$ cat config.mk
export PLATFORM = sky130hd
export DESIGN_NAME = motor_cmd_dispatch_flat
export DESIGN_NICKNAME = d
export VERILOG_FILES = /design/src/rtl/motor_cmd_pkg.sv /design/src/rtl/motor_cmd_dispatch_if.sv /design/src/rtl/motor_chan_regs.sv /design/src/rtl/motor_cmd_dispatch.sv /design/src/flat_wrapper.sv
export SDC_FILE = /design/constraint.sdc
export NUM_CORES = 1
export LEC_CHECK = 0
export BUFFER_PORTS_ARGS = -buffer_cell sky130_fd_sc_hd__buf_2
export CORE_UTILIZATION = 30
export CTS_CLUSTER_SIZE = 25
export DETAILED_ROUTE_END_ITERATION = 10
export SLEW_MARGIN = 0
export SYNTH_ARGS = -nofsm -noshare
export SYNTH_HDL_FRONTEND = slang
export SYNTH_SLANG_ARGS = --single-unit
$ cat constraint.sdc
create_clock -name CLK -period 2.89 [get_ports CLK]
set_clock_uncertainty 0.1 [all_clocks]
set_input_delay 0.578 -clock CLK [delete_from_list [all_inputs] [get_ports CLK]]
set_output_delay 0.578 -clock CLK [all_outputs]
set_load 0.02 [all_outputs]
$ cat src/rtl/motor_cmd_pkg.sv
// rtl/motor_cmd_pkg.sv - shared constants and state encoding for the motor command dispatcher
package motor_cmd_pkg;

    localparam int WORD_W      = 16;
    localparam int HDR_IDX_LSB = 0;
    localparam int HDR_DIR_BIT = 4;
    localparam int DAT_ENA_BIT = 13;
    localparam int TYPE_BIT    = 15;

    // Header index that addresses every channel at once
    localparam logic [3:0] BCAST_IDX = 4'hF;

    typedef enum logic {
        IDLE      = 1'b0,
        WAIT_DATA = 1'b1
    } state_t;

endpackage

$ cat src/rtl/motor_cmd_dispatch_if.sv
// rtl/motor_cmd_dispatch_if.sv - SSP word link between the serial port and the dispatcher
interface motor_cmd_dispatch_if;
    import motor_cmd_pkg::*;

    logic              word_valid;
    logic [WORD_W-1:0] word_data;
    logic [WORD_W-1:0] tx_word;
    logic              cmd_err;

    // SSP side drives received words and reads back the response word
    modport master (
        output word_valid,
        output word_data,
        input  tx_word,
        input  cmd_err
    );

    // Dispatcher side
    modport slave (
        input  word_valid,
        input  word_data,
        output tx_word,
        output cmd_err
    );

endinterface

$ cat src/rtl/motor_chan_regs.sv
// rtl/motor_chan_regs.sv - divider/direction/enable registers for one motor channel
module motor_chan_regs #(
    parameter int DIV_W = 13
) (
    input  logic             CLK,
    input  logic             reset_n,
    input  logic             commit_en,
    input  logic [DIV_W-1:0] c_div,
    input  logic             c_dir,
    input  logic             c_ena,
    input  logic             limit_lo,
    output logic [DIV_W-1:0] divider,
    output logic             move_dir,
    output logic             step_ena
);

    logic nxt_dir;
    logic nxt_ena;

    // Post-commit view of direction/enable, used by the limit-stop rule
    always_comb begin
        nxt_dir = commit_en ? c_dir : move_dir;
        nxt_ena = commit_en ? c_ena : step_ena;
    end

    // Commit new settings; a set lower limit kills stepping toward it, even on the commit cycle
    always_ff @(posedge CLK or negedge reset_n) begin
        if (!reset_n) begin
            divider  <= '0;
            move_dir <= 1'b0;
            step_ena <= 1'b0;
        end else begin
            if (commit_en) begin
                divider <= c_div;
            end
            move_dir <= nxt_dir;
            step_ena <= nxt_ena & ~(limit_lo & ~nxt_dir);
        end
    end

endmodule

$ cat src/rtl/motor_cmd_dispatch.sv
// rtl/motor_cmd_dispatch.sv - decodes two-word SSP commands into per-channel step controls
module motor_cmd_dispatch
    import motor_cmd_pkg::*;
#(
    parameter int NUM_MOTORS  = 10,
    parameter int DIV_W       = 13,
    parameter int POS_W       = 20,
    parameter int TIMEOUT_CYC = 100000
) (
    input  logic                        CLK,
    input  logic                        reset_n,
    motor_cmd_dispatch_if.slave         ssp,
    input  logic [NUM_MOTORS*POS_W-1:0] cur_pos_flat,
    input  logic [NUM_MOTORS-1:0]       limit_lo,
    output logic [NUM_MOTORS*DIV_W-1:0] divider_flat,
    output logic [NUM_MOTORS-1:0]       move_dir,
    output logic [NUM_MOTORS-1:0]       step_ena
);

    localparam int               TMR_W    = $clog2(TIMEOUT_CYC + 1);
    localparam logic [TMR_W-1:0] TMR_LAST = TMR_W'(TIMEOUT_CYC - 1);
    localparam logic [TMR_W-1:0] TMR_MAX  = '1;
    localparam logic [3:0]       NUM_IDX  = 4'(NUM_MOTORS);

    state_t             state;
    logic               wv_q;
    logic [3:0]         pend_idx;
    logic               pend_dir;
    logic [TMR_W-1:0]   timer;
    logic [3:0]         rb_idx;
    logic               rb_valid;

    logic               accept;
    logic               hdr_acc;
    logic               dat_acc;
    logic               commit_go;
    logic               pend_ok;
    logic               pend_bcast;
    logic [3:0]         hdr_idx;
    logic [3:0]         rb_sel;
    logic [WORD_W-1:0]  rb_word;
    logic [NUM_MOTORS-1:0] commit_en;
    logic               unused_bits;

    assign unused_bits = ^{ssp.word_data, cur_pos_flat};

    // Rising-edge accept, word classification and per-channel commit strobes
    always_comb begin
        accept     = ssp.word_valid & ~wv_q;
        hdr_acc    = accept & ~ssp.word_data[TYPE_BIT];
        dat_acc    = accept & ssp.word_data[TYPE_BIT];
        hdr_idx    = ssp.word_data[HDR_IDX_LSB +: 4];
        pend_bcast = (pend_idx == BCAST_IDX);
        pend_ok    = (pend_idx < NUM_IDX);
        commit_go  = (state == WAIT_DATA) && dat_acc;
        for (int i = 0; i < NUM_MOTORS; i++) begin
            commit_en[i] = commit_go & (pend_bcast | (pend_idx == 4'(i)));
        end
    end

    // Readback word for the incoming header index, else for the last valid one
    always_comb begin
        rb_sel  = hdr_acc ? hdr_idx : rb_idx;
        rb_word = '0;
        for (int i = 0; i < NUM_MOTORS; i++) begin
            if (rb_sel == 4'(i)) begin
                rb_word = {limit_lo[i], cur_pos_flat[i*POS_W + POS_W-2 -: WORD_W-1]};
            end
        end
    end

    // Command FSM: header/data pairing, timeout and error pulse
    always_ff @(posedge CLK or negedge reset_n) begin
        if (!reset_n) begin
            state       <= IDLE;
            wv_q        <= 1'b0;
            pend_idx    <= '0;
            pend_dir    <= 1'b0;
            timer       <= '0;
            ssp.cmd_err <= 1'b0;
        end else begin
            wv_q        <= ssp.word_valid;
            ssp.cmd_err <= 1'b0;
            case (state)
                IDLE: begin
                    if (hdr_acc) begin
                        pend_idx <= hdr_idx;
                        pend_dir <= ssp.word_data[HDR_DIR_BIT];
                        timer    <= '0;
                        state    <= WAIT_DATA;
                    end else if (dat_acc) begin
                        ssp.cmd_err <= 1'b1;
                    end
                end
                WAIT_DATA: begin
                    if (hdr_acc) begin
                        pend_idx <= hdr_idx;
                        pend_dir <= ssp.word_data[HDR_DIR_BIT];
                        timer    <= '0;
                    end else if (dat_acc) begin
                        state <= IDLE;
                        if (!(pend_ok || pend_bcast)) begin
                            ssp.cmd_err <= 1'b1;
                        end
                    end else if (timer == TMR_LAST) begin
                        state       <= IDLE;
                        ssp.cmd_err <= 1'b1;
                    end else if (timer != TMR_MAX) begin
                        timer <= timer + 1'b1;
                    end
                end
                default: state <= IDLE;
            endcase
        end
    end

    // Response word: position/limit of the addressed channel, or the limit bank
    always_ff @(posedge CLK or negedge reset_n) begin
        if (!reset_n) begin
            ssp.tx_word <= '0;
            rb_idx      <= '0;
            rb_valid    <= 1'b0;
        end else if (hdr_acc) begin
            if (hdr_idx < NUM_IDX) begin
                ssp.tx_word <= rb_word;
                rb_idx      <= hdr_idx;
                rb_valid    <= 1'b1;
            end else begin
                ssp.tx_word <= WORD_W'(limit_lo);
                rb_valid    <= 1'b0;
            end
        end else if (state == IDLE && rb_valid) begin
            ssp.tx_word <= rb_word;
        end
    end

    for (genvar g = 0; g < NUM_MOTORS; g++) begin : g_chan
        motor_chan_regs #(
            .DIV_W (DIV_W)
        ) u_chan (
            .CLK       (CLK),
            .reset_n   (reset_n),
            .commit_en (commit_en[g]),
            .c_div     (ssp.word_data[DIV_W-1:0]),
            .c_dir     (pend_dir),
            .c_ena     (ssp.word_data[DAT_ENA_BIT]),
            .limit_lo  (limit_lo[g]),
            .divider   (divider_flat[g*DIV_W +: DIV_W]),
            .move_dir  (move_dir[g]),
            .step_ena  (step_ena[g])
        );
    end

endmodule
$ cat src/flat_wrapper.sv
// flat-port wrapper written by rule: the top's interface ports become plain ports
module motor_cmd_dispatch_flat import motor_cmd_pkg::*;
#(
    parameter int NUM_MOTORS  = 10,
    parameter int DIV_W       = 13,
    parameter int POS_W       = 20,
    parameter int TIMEOUT_CYC = 100000
)
  (CLK, reset_n, cur_pos_flat, limit_lo, divider_flat, move_dir, step_ena, ssp_word_valid, ssp_word_data, ssp_tx_word, ssp_cmd_err);
  motor_cmd_dispatch_if ssp_i ();
  input  logic CLK;
  input  logic reset_n;
  input  logic [NUM_MOTORS*POS_W-1:0] cur_pos_flat;
  input  logic [NUM_MOTORS-1:0] limit_lo;
  output logic [NUM_MOTORS*DIV_W-1:0] divider_flat;
  output logic [NUM_MOTORS-1:0] move_dir;
  output logic [NUM_MOTORS-1:0] step_ena;
  input wire logic [$bits(ssp_i.word_valid)-1:0] ssp_word_valid;
  input wire logic [$bits(ssp_i.word_data)-1:0] ssp_word_data;
  output wire logic [$bits(ssp_i.tx_word)-1:0] ssp_tx_word;
  output wire logic [$bits(ssp_i.cmd_err)-1:0] ssp_cmd_err;
  assign ssp_i.word_valid = ssp_word_valid;
  assign ssp_i.word_data = ssp_word_data;
  assign ssp_tx_word = ssp_i.tx_word;
  assign ssp_cmd_err = ssp_i.cmd_err;
  motor_cmd_dispatch #(.NUM_MOTORS(NUM_MOTORS), .DIV_W(DIV_W), .POS_W(POS_W), .TIMEOUT_CYC(TIMEOUT_CYC)) u_core (.CLK(CLK), .reset_n(reset_n), .ssp(ssp_i), .cur_pos_flat(cur_pos_flat), .limit_lo(limit_lo), .divider_flat(divider_flat), .move_dir(move_dir), .step_ena(step_ena));
endmodule
Word level (Yosys, flattened, before mapping)
Index checks and enable logic that the tools add are counted.
- shifts and indexed selects: 0
- eq/ne operators: 25
- multiplexer cells: 55
- magnitude comparators: 2
- add/sub/neg operators: 1
- multiply operators: 0
- div/mod/pow operators: 0
- bitwise operators: 66
- reductions and logical operators: 8
- operator list (operator ; count):
    2-to-1 mux 16 bit ; 13
    2-to-1 mux 17 bit ; 5
    one-hot mux 17 bit (2 select lines) ; 1
    AND 1 bit ; 33
    equality test 4 x 3 -> 1 bit (second input constant) ; 8
    2-to-1 mux 1 bit ; 32
    inverter 1 bit ; 23
    equality test 4 bit (second input constant) ; 5
    adder 17 x 1 -> 17 bit (second input constant) ; 1
    equality test 17 bit (second input constant) ; 1
    != test 17 bit (second input constant) ; 1
    equality test 4 x 2 -> 1 bit (second input constant) ; 4
    OR 1 bit ; 10
    != test 3 bit (second input constant) ; 3
    equality test 4 x 1 -> 1 bit (second input constant) ; 2
    logical NOT 4 bit ; 2
    less-than comparator 4 bit (second input constant) ; 2
    2-to-1 mux 4 bit ; 2
    one-hot mux 1 bit (2 select lines) ; 2
    AND reduction 4 bit ; 1
    logical AND 1 bit ; 2
    != test 2 x 1 -> 1 bit (second input constant) ; 1
    AND reduction 2 bit ; 1
    nonzero test 2 bit ; 1
    logical OR 1 bit ; 1
- RAM bits: 0
- register bits after elaboration: 196
- memories: 0
- ROM bits: 0
- input port bits: 229
- logic and storage cells: 196
- output and inout port bits: 167
- bits in latches: 0

Logic depth before layout (Yosys ltp)
- depth after elaboration: 17
- gate-level depth with buffers: 13
- gate-level depth less buffers: 11

Cells and area by module
Synthesis repeated with hierarchy kept, for this count alone.
- cells, all modules: 927
- area, all modules: 10645.2 µm²
- modules (own cells, without submodules) (module ; area each (µm²) ; cells an instance ; seq. area each (µm²) ; times used):
    motor_chan_regs ; 630.6 ; 36 ; 375.4 ; 10
    motor_cmd_dispatch ; 4339.2 ; 567 ; 1151.1 ; 1

Worst setup path before layout
OpenSTA, ideal clock, no wires.
- path type: input-to-reg
- from: input port ssp_word_data[15]
- to: register u_core.ssp.tx_word[13]
- arrival time: 2.245 ns
- required time: 2.660 ns
- cell stages on the path: 7
- slack: 0.415 ns
- buffers on the path: 1
- library setup time: 0.130 ns
- cells stage by stage: or3b_4 -> buf_6 -> mux2i_4 -> mux2_2 -> a22o_1 -> nor4_1 -> o21ai_0
- word-level cells in the longest chain between the ends: 16
- elaborated cells between the ends (all ways): 27
- those cells by class: eq/ne (9); mux (14); bitwise (2); reduce/logical (2)
- RTL lines (element ; line ; RTL):
    from (decl) ; flat_wrapper.sv:19 ; input wire logic [$bits(ssp_i.word_data)-1:0] ssp_word_data;
    inverter 1 bit * ; motor_cmd_dispatch.sv:50 ; hdr_acc = accept & ~ssp.word_data[TYPE_BIT];
    AND 1 bit * ; motor_cmd_dispatch.sv:50 ;
    2-to-1 mux 4 bit ; motor_cmd_dispatch.sv:63 ; rb_sel = hdr_acc ? hdr_idx : rb_idx;
    logical NOT 4 bit ; motor_cmd_dispatch.sv:66 ; if (rb_sel == 4'(i)) begin
    2-to-1 mux 16 bit (10 in a row) ; motor_cmd_dispatch.sv:66 ;
    2-to-1 mux 16 bit (on tied branches) ; motor_cmd_dispatch.sv:132, motor_cmd_dispatch.sv:124 ;
    2-to-1 mux 16 bit ; motor_cmd_dispatch.sv:123 ; end else if (hdr_acc) begin
    to (signal assigned) ; motor_cmd_dispatch.sv:125 ; ssp.tx_word <= rb_word;
    to (signal assigned) ; motor_cmd_dispatch.sv:129 ; ssp.tx_word <= WORD_W'(limit_lo);
    to (signal assigned) ; motor_cmd_dispatch.sv:133 ; ssp.tx_word <= rb_word;
    to (decl) ; motor_cmd_dispatch_if.sv:22 ; output tx_word,
Mark *: on every way between the ends. The rest lies on a longest branch, timed or not. The select of a mux whose other input is x is not followed.
A chain may end at the register's enable or synchronous reset.

Worst setup path after layout
- from: register u_core.wv_q
- to: register u_core.ssp.tx_word[2]
- word-level cells in the longest chain between the ends: 17
- elaborated cells between the ends (all ways): 28
- those cells by class: eq/ne (9); mux (14); bitwise (3); reduce/logical (2)
- RTL lines (element ; line ; RTL):
    from (decl) ; motor_cmd_dispatch.sv:26 ; logic wv_q;
    from (signal assigned) ; motor_cmd_dispatch.sv:82 ; wv_q <= ssp.word_valid;
    inverter 1 bit * ; motor_cmd_dispatch.sv:49 ; accept = ssp.word_valid & ~wv_q;
    AND 1 bit * ; motor_cmd_dispatch.sv:49 ;
    AND 1 bit * ; motor_cmd_dispatch.sv:50 ;
    2-to-1 mux 4 bit ; motor_cmd_dispatch.sv:63 ;
    logical NOT 4 bit ; motor_cmd_dispatch.sv:66 ;
    2-to-1 mux 16 bit (10 in a row) ; motor_cmd_dispatch.sv:66 ;
    2-to-1 mux 16 bit (on tied branches) ; motor_cmd_dispatch.sv:132, motor_cmd_dispatch.sv:124 ;
    2-to-1 mux 16 bit ; motor_cmd_dispatch.sv:123 ;
Marks and branches as above.

==> metrics.md <==
| Metric | Value |
|---|---|
| Run status | `completed` |
| Minimum hold slack | `0.0368 ns` |
| Clock H-tree levels | `4` |
| Register bit count reported by yosys | `between 150 and 200` |
| Power density of the placed cells | `678 nW/um2` |
| Multiplexer share of the synthesized area | `20.2%` |
| Start-to-end type of the worst setup path | `reg -> reg` |
| Most numerous cell types in the synthesized netlist | `sky130_fd_sc_hd__dfrtp_1, sky130_fd_sc_hd__mux2_2, sky130_fd_sc_hd__nand2_1` |
| Die ar. | `between 30000 and 40000 um2` |
| Standby leakage power | `between 6 and 7 nW` |
| Buffers added on ports | `approximately 340` |
| Ports | `between 300 and 400` |
| Biggest area contributors in the synthesized netlist | `sky130_fd_sc_hd__dfrtp_1, sky130_fd_sc_hd__mux2_2, sky130_fd_sc_hd__mux2i_1` |
| Maximum fanout encountered on the critical timing path | `18` |
| Number of nets in the final layout | `between 1500 and 2000` |
| Routed wire length on met2 | `17000 um` |
| Die Width | `between 150 and 200 um` |
| Main combinational cell family by area after synthesis | `multiplexers` |
| Floorplan row count | `66` |
| FF/Latch Area | `4900 um2` |
| DIE HEIGHT | `184 um` |
| Area share of the leading cell type in the synthesized netlist | `slightly below 50%` |
| Max Root-Sink Buffers | `2` |
| Hold buffer count at cts | `0` |
| Maximum clock frequency | `0.370 GHz` |
| Setup repair after global routing missed its margin | `false` |
| Number of buffers inserted to repair setup after CTS | `0` |
| Type of origin of the critical path | `flop` |
| Synthesized-area fraction occupied by ao, oa, aoi and oai cells | `12.5%` |
| Share of power burned in the clock network | `28.9%` |
| Number of different library cells in the post-synthesis netlist | `68` |
| Std-Cell Core Area | `~33000 um2` |
| Number of inserted filler cells in the final layout | `3264` |
| Terminus of the critical flop-to-flop path | `u_core.ssp.tx_word[2]` |
| Ys Warns | `0` |
| Worst skew pair latency | `about 0.43 ns` |
| Global-route wire length before repair | `51200 um` |
| Share of post-route cells with drive strength above 1 | `47.7%` |
| Switching part of the total power | `around a third` |
| Final setup violating endpoints | `0` |
| Count leader, synth | `sky130_fd_sc_hd__dfrtp_1` |
| Post-synthesis sequential area ratio | `49.1%` |
| Critical path arrival | `2.90 ns` |
| Number of gates resized after cts | `0` |
| Power spent charging and discharging nets | `3.06 mW` |
| Xor-xnor portion of the synthesized cell area | `1.05%` |
| Top cell type by total area after synthesis | `sky130_fd_sc_hd__dfrtp_1` |
| Total cell area at the placement stage | `12500 um2` |
| Primary flip-flop cell chosen by synthesis mapping | `sky130_fd_sc_hd__dfrtp_1` |
| Via count | `~8600` |
| Kind of end point of the critical path | `flop` |
| Clk pin slew, worst setup/hold paths | `0.08 ns` |
| Max transition margin | `44.2%` |
| Top layer reached by signal wires | `met5` |
| Root cell of the clock tree | `sky130_fd_sc_hd__clkbuf_16` |
| Area occupied by multi-input gates | `4580 um2` |
| Launch point of the worst reg-to-reg path | `u_core.wv_q` |
| RePlAce Congestion | `0.922` |
| Per-cell routed wire length | `19.8 um` |
| Half-perimeter wire length after detailed placement | `27100 um` |
| Global-route usage over all layers | `around a fifth` |
| Async SR Flop Fraction | `100%` |
| Maximum number of pins on one net before global-route repair | `63` |
| Flop pwr share | `39.6%` |
| Antenna violations before repair | `2` |
| Via count of the first global-routing pass | `between 8000 and 9000` |
| Synthesized area divided by synthesized cell count | `10.8 um2` |
| Wire length on met1 | `14200 um` |
| Fin crit share | `about 94%` |
| Syn Std Cell Area | `~10000 um2` |
| Min-delay worst type | `in -> async` |
| Met3 WL post-DR | `roughly 2300 um` |
| Antenna violation net count after detailed routing | `0` |
| Share of power burned in combinational logic | `approximately a third` |
| TritonCTS clock tree | `built` |
| Slack of the worst reg-to-reg path | `between 0.15 and 0.2 ns` |
| Detailed Route Iter0 Violations | `469` |
| Internal cell power | `5.84 mW` |
| Nets in the synthesized netlist | `1152` |
| Number of placed instances with taps included | `around 1700` |
| Clock buffers created by TritonCTS | `17` |
| Max capacitance violation total | `0` |
| Simple-gate portion of the synthesized area | `about an eighth` |
| Number of standard cells in the final layout excluding fillers | `roughly 1700` |
| Total gr overflow | `0` |
| Routed WL | `34400 um` |
| Count of final max-slew check failures | `0` |
| Vias per cell | `4.96` |
| Post-route standard cell area excluding fillers | `13100 um2` |
| Starting Density | `30.6%` |
| Min cycle time layout | `2.70 ns` |
| Count of cells along the worst register-to-register path | `7` |
| Number of clock sinks | `196` |
| EDFF count, synth | `0` |
| Layout-stage area growth over the synthesis result | `31.5%` |
| Hold Vio Cnt, Final | `0` |
| Post-Synthesis Cells | `921` |
| Worst Tran Pin Value | `around 0.83 ns` |
| DR pass1 iterations | `5` |
| Adder-Cell Fraction of Synth Area | `0.251%` |
| Maximum vdd ir drop | `0.347 mV` |
| WP data required | `between 3 and 4 ns` |
| Final sum of negative setup slack | `0 ns` |
| Number of design rule violations left after detail routing | `0` |
-- power groups by stage --
stage                     logic (mW)  clock network [mW]  registers, mW
final                           2.80                2.57           3.52
after global routing            3.03                2.75           3.59
after CTS                       2.83                2.64           3.52
after detailed placement        2.82                   0           3.58
after global placement          2.80                   0           3.55
after floorplan                 1.20                   0           3.99
-- per-stage QoR --
stage	utilization, %	power, mW	setup WS [ns]
after floorplan	-	5.20	0.415
after global placement	38.3	6.35	-0.0560
after detailed placement	38.3	6.40	-0.0620
after CTS	40.2	8.99	0.192
after global routing	40.2	9.37	0.0421
final	40.2	8.90	0.186
-- state kept, by name, indices dropped and copies added (netlist names) --
name	flops
u_core.state	1
u_core.pend_dir	1
u_core.wv_q	1
u_core.ssp.cmd_err	1
u_core.rb_idx	4
u_core.pend_idx	4
u_core.timer	17
u_core.rb_valid	1
u_core.g_chan.u_chan.move_dir	10
u_core.g_chan.u_chan.step_ena	10
u_core.g_chan.u_chan.divider	130
u_core.ssp.tx_word	16
-- layout by cell type (no fill, tap or decap), types with 5 or more instances in the layout --
cell type                     n
sky130_fd_sc_hd__clkbuf_16   17
sky130_fd_sc_hd__o221ai_1    10
sky130_fd_sc_hd__nand2_1     71
sky130_fd_sc_hd__mux2i_1     40
sky130_fd_sc_hd__a221oi_1    12
sky130_fd_sc_hd__xnor2_1      9
sky130_fd_sc_hd__a21oi_1     35
sky130_fd_sc_hd__o22ai_1     14
sky130_fd_sc_hd__buf_2      343
sky130_fd_sc_hd__o21ai_0     52
sky130_fd_sc_hd__a22o_1       5
sky130_fd_sc_hd__inv_1       19
sky130_fd_sc_hd__a22oi_1      5
sky130_fd_sc_hd__buf_4       75
sky130_fd_sc_hd__nand2b_1    14
sky130_fd_sc_hd__a2111oi_0    5
sky130_fd_sc_hd__mux2_2     136
sky130_fd_sc_hd__and3_1       8
sky130_fd_sc_hd__nand4_1      7
sky130_fd_sc_hd__or3_1        5
sky130_fd_sc_hd__a21boi_1     6
sky130_fd_sc_hd__nand3_1     19
sky130_fd_sc_hd__a21boi_0     5
sky130_fd_sc_hd__nor2_1      65
sky130_fd_sc_hd__dfrtp_1    196
sky130_fd_sc_hd__o211ai_1     6
sky130_fd_sc_hd__nor3_1      17
-- kinds of logic (layout without fill, tap and decap cells) --
| group | count (synthesis) | after routing |
|---|---|---|
| AOI/OAI and AO/OA | 187 | 187 |
| muxes | 181 | 181 |
| adders and majority gates | 2 | 2 |
| xor gates and xnor gates | 12 | 12 |
| buffers and inverters | 102 | 474 |
| and+or+nand+nor | 241 | 241 |
| DFF | 196 | 196 |
| other | 0 | 1 |
-- worst max-delay path: stages, from the launching register on --
cell	delay (ns)
sky130_fd_sc_hd__dfrtp_1	0.43
sky130_fd_sc_hd__or3b_4	0.43
sky130_fd_sc_hd__buf_12	0.17
sky130_fd_sc_hd__mux2_2	0.40
sky130_fd_sc_hd__a21oi_1	0.34
sky130_fd_sc_hd__o221ai_1	0.20
sky130_fd_sc_hd__a21oi_1	0.38
sky130_fd_sc_hd__o22ai_1	0.11
-- how the worst max path moves through the flow --
stage	from	to	cells after the start
after global routing	u_core.wv_q	u_core.ssp.tx_word[7]	8
after floorplan	ssp_word_data[15]	u_core.ssp.tx_word[13]	7
after CTS	u_core.wv_q	u_core.ssp.tx_word[2]	7
after detailed placement	ssp_word_data[15]	u_core.ssp.tx_word[2]	8
after global placement	ssp_word_data[15]	u_core.ssp.tx_word[2]	8
final	u_core.wv_q	u_core.ssp.tx_word[2]	7
-- area by class of cell --
cell class	instances	area share, %
antenna	1	0.0191
clock buffer	20	3.40
clock inverter	12	1.45
inverter	19	0.543
multi-input combinational	623	34.9
sequential	196	37.4
tap	442	4.21
timing repair buffer	423	18.1
-- metal layers --
layer  up-vias  track usage, %
met5         -               0
met4         2            7.30
met3        40            4.62
met2       368            34.6
met1      4154            24.9
li1       4040               -
No activity file was read; power rests on OpenSTA's default activity.
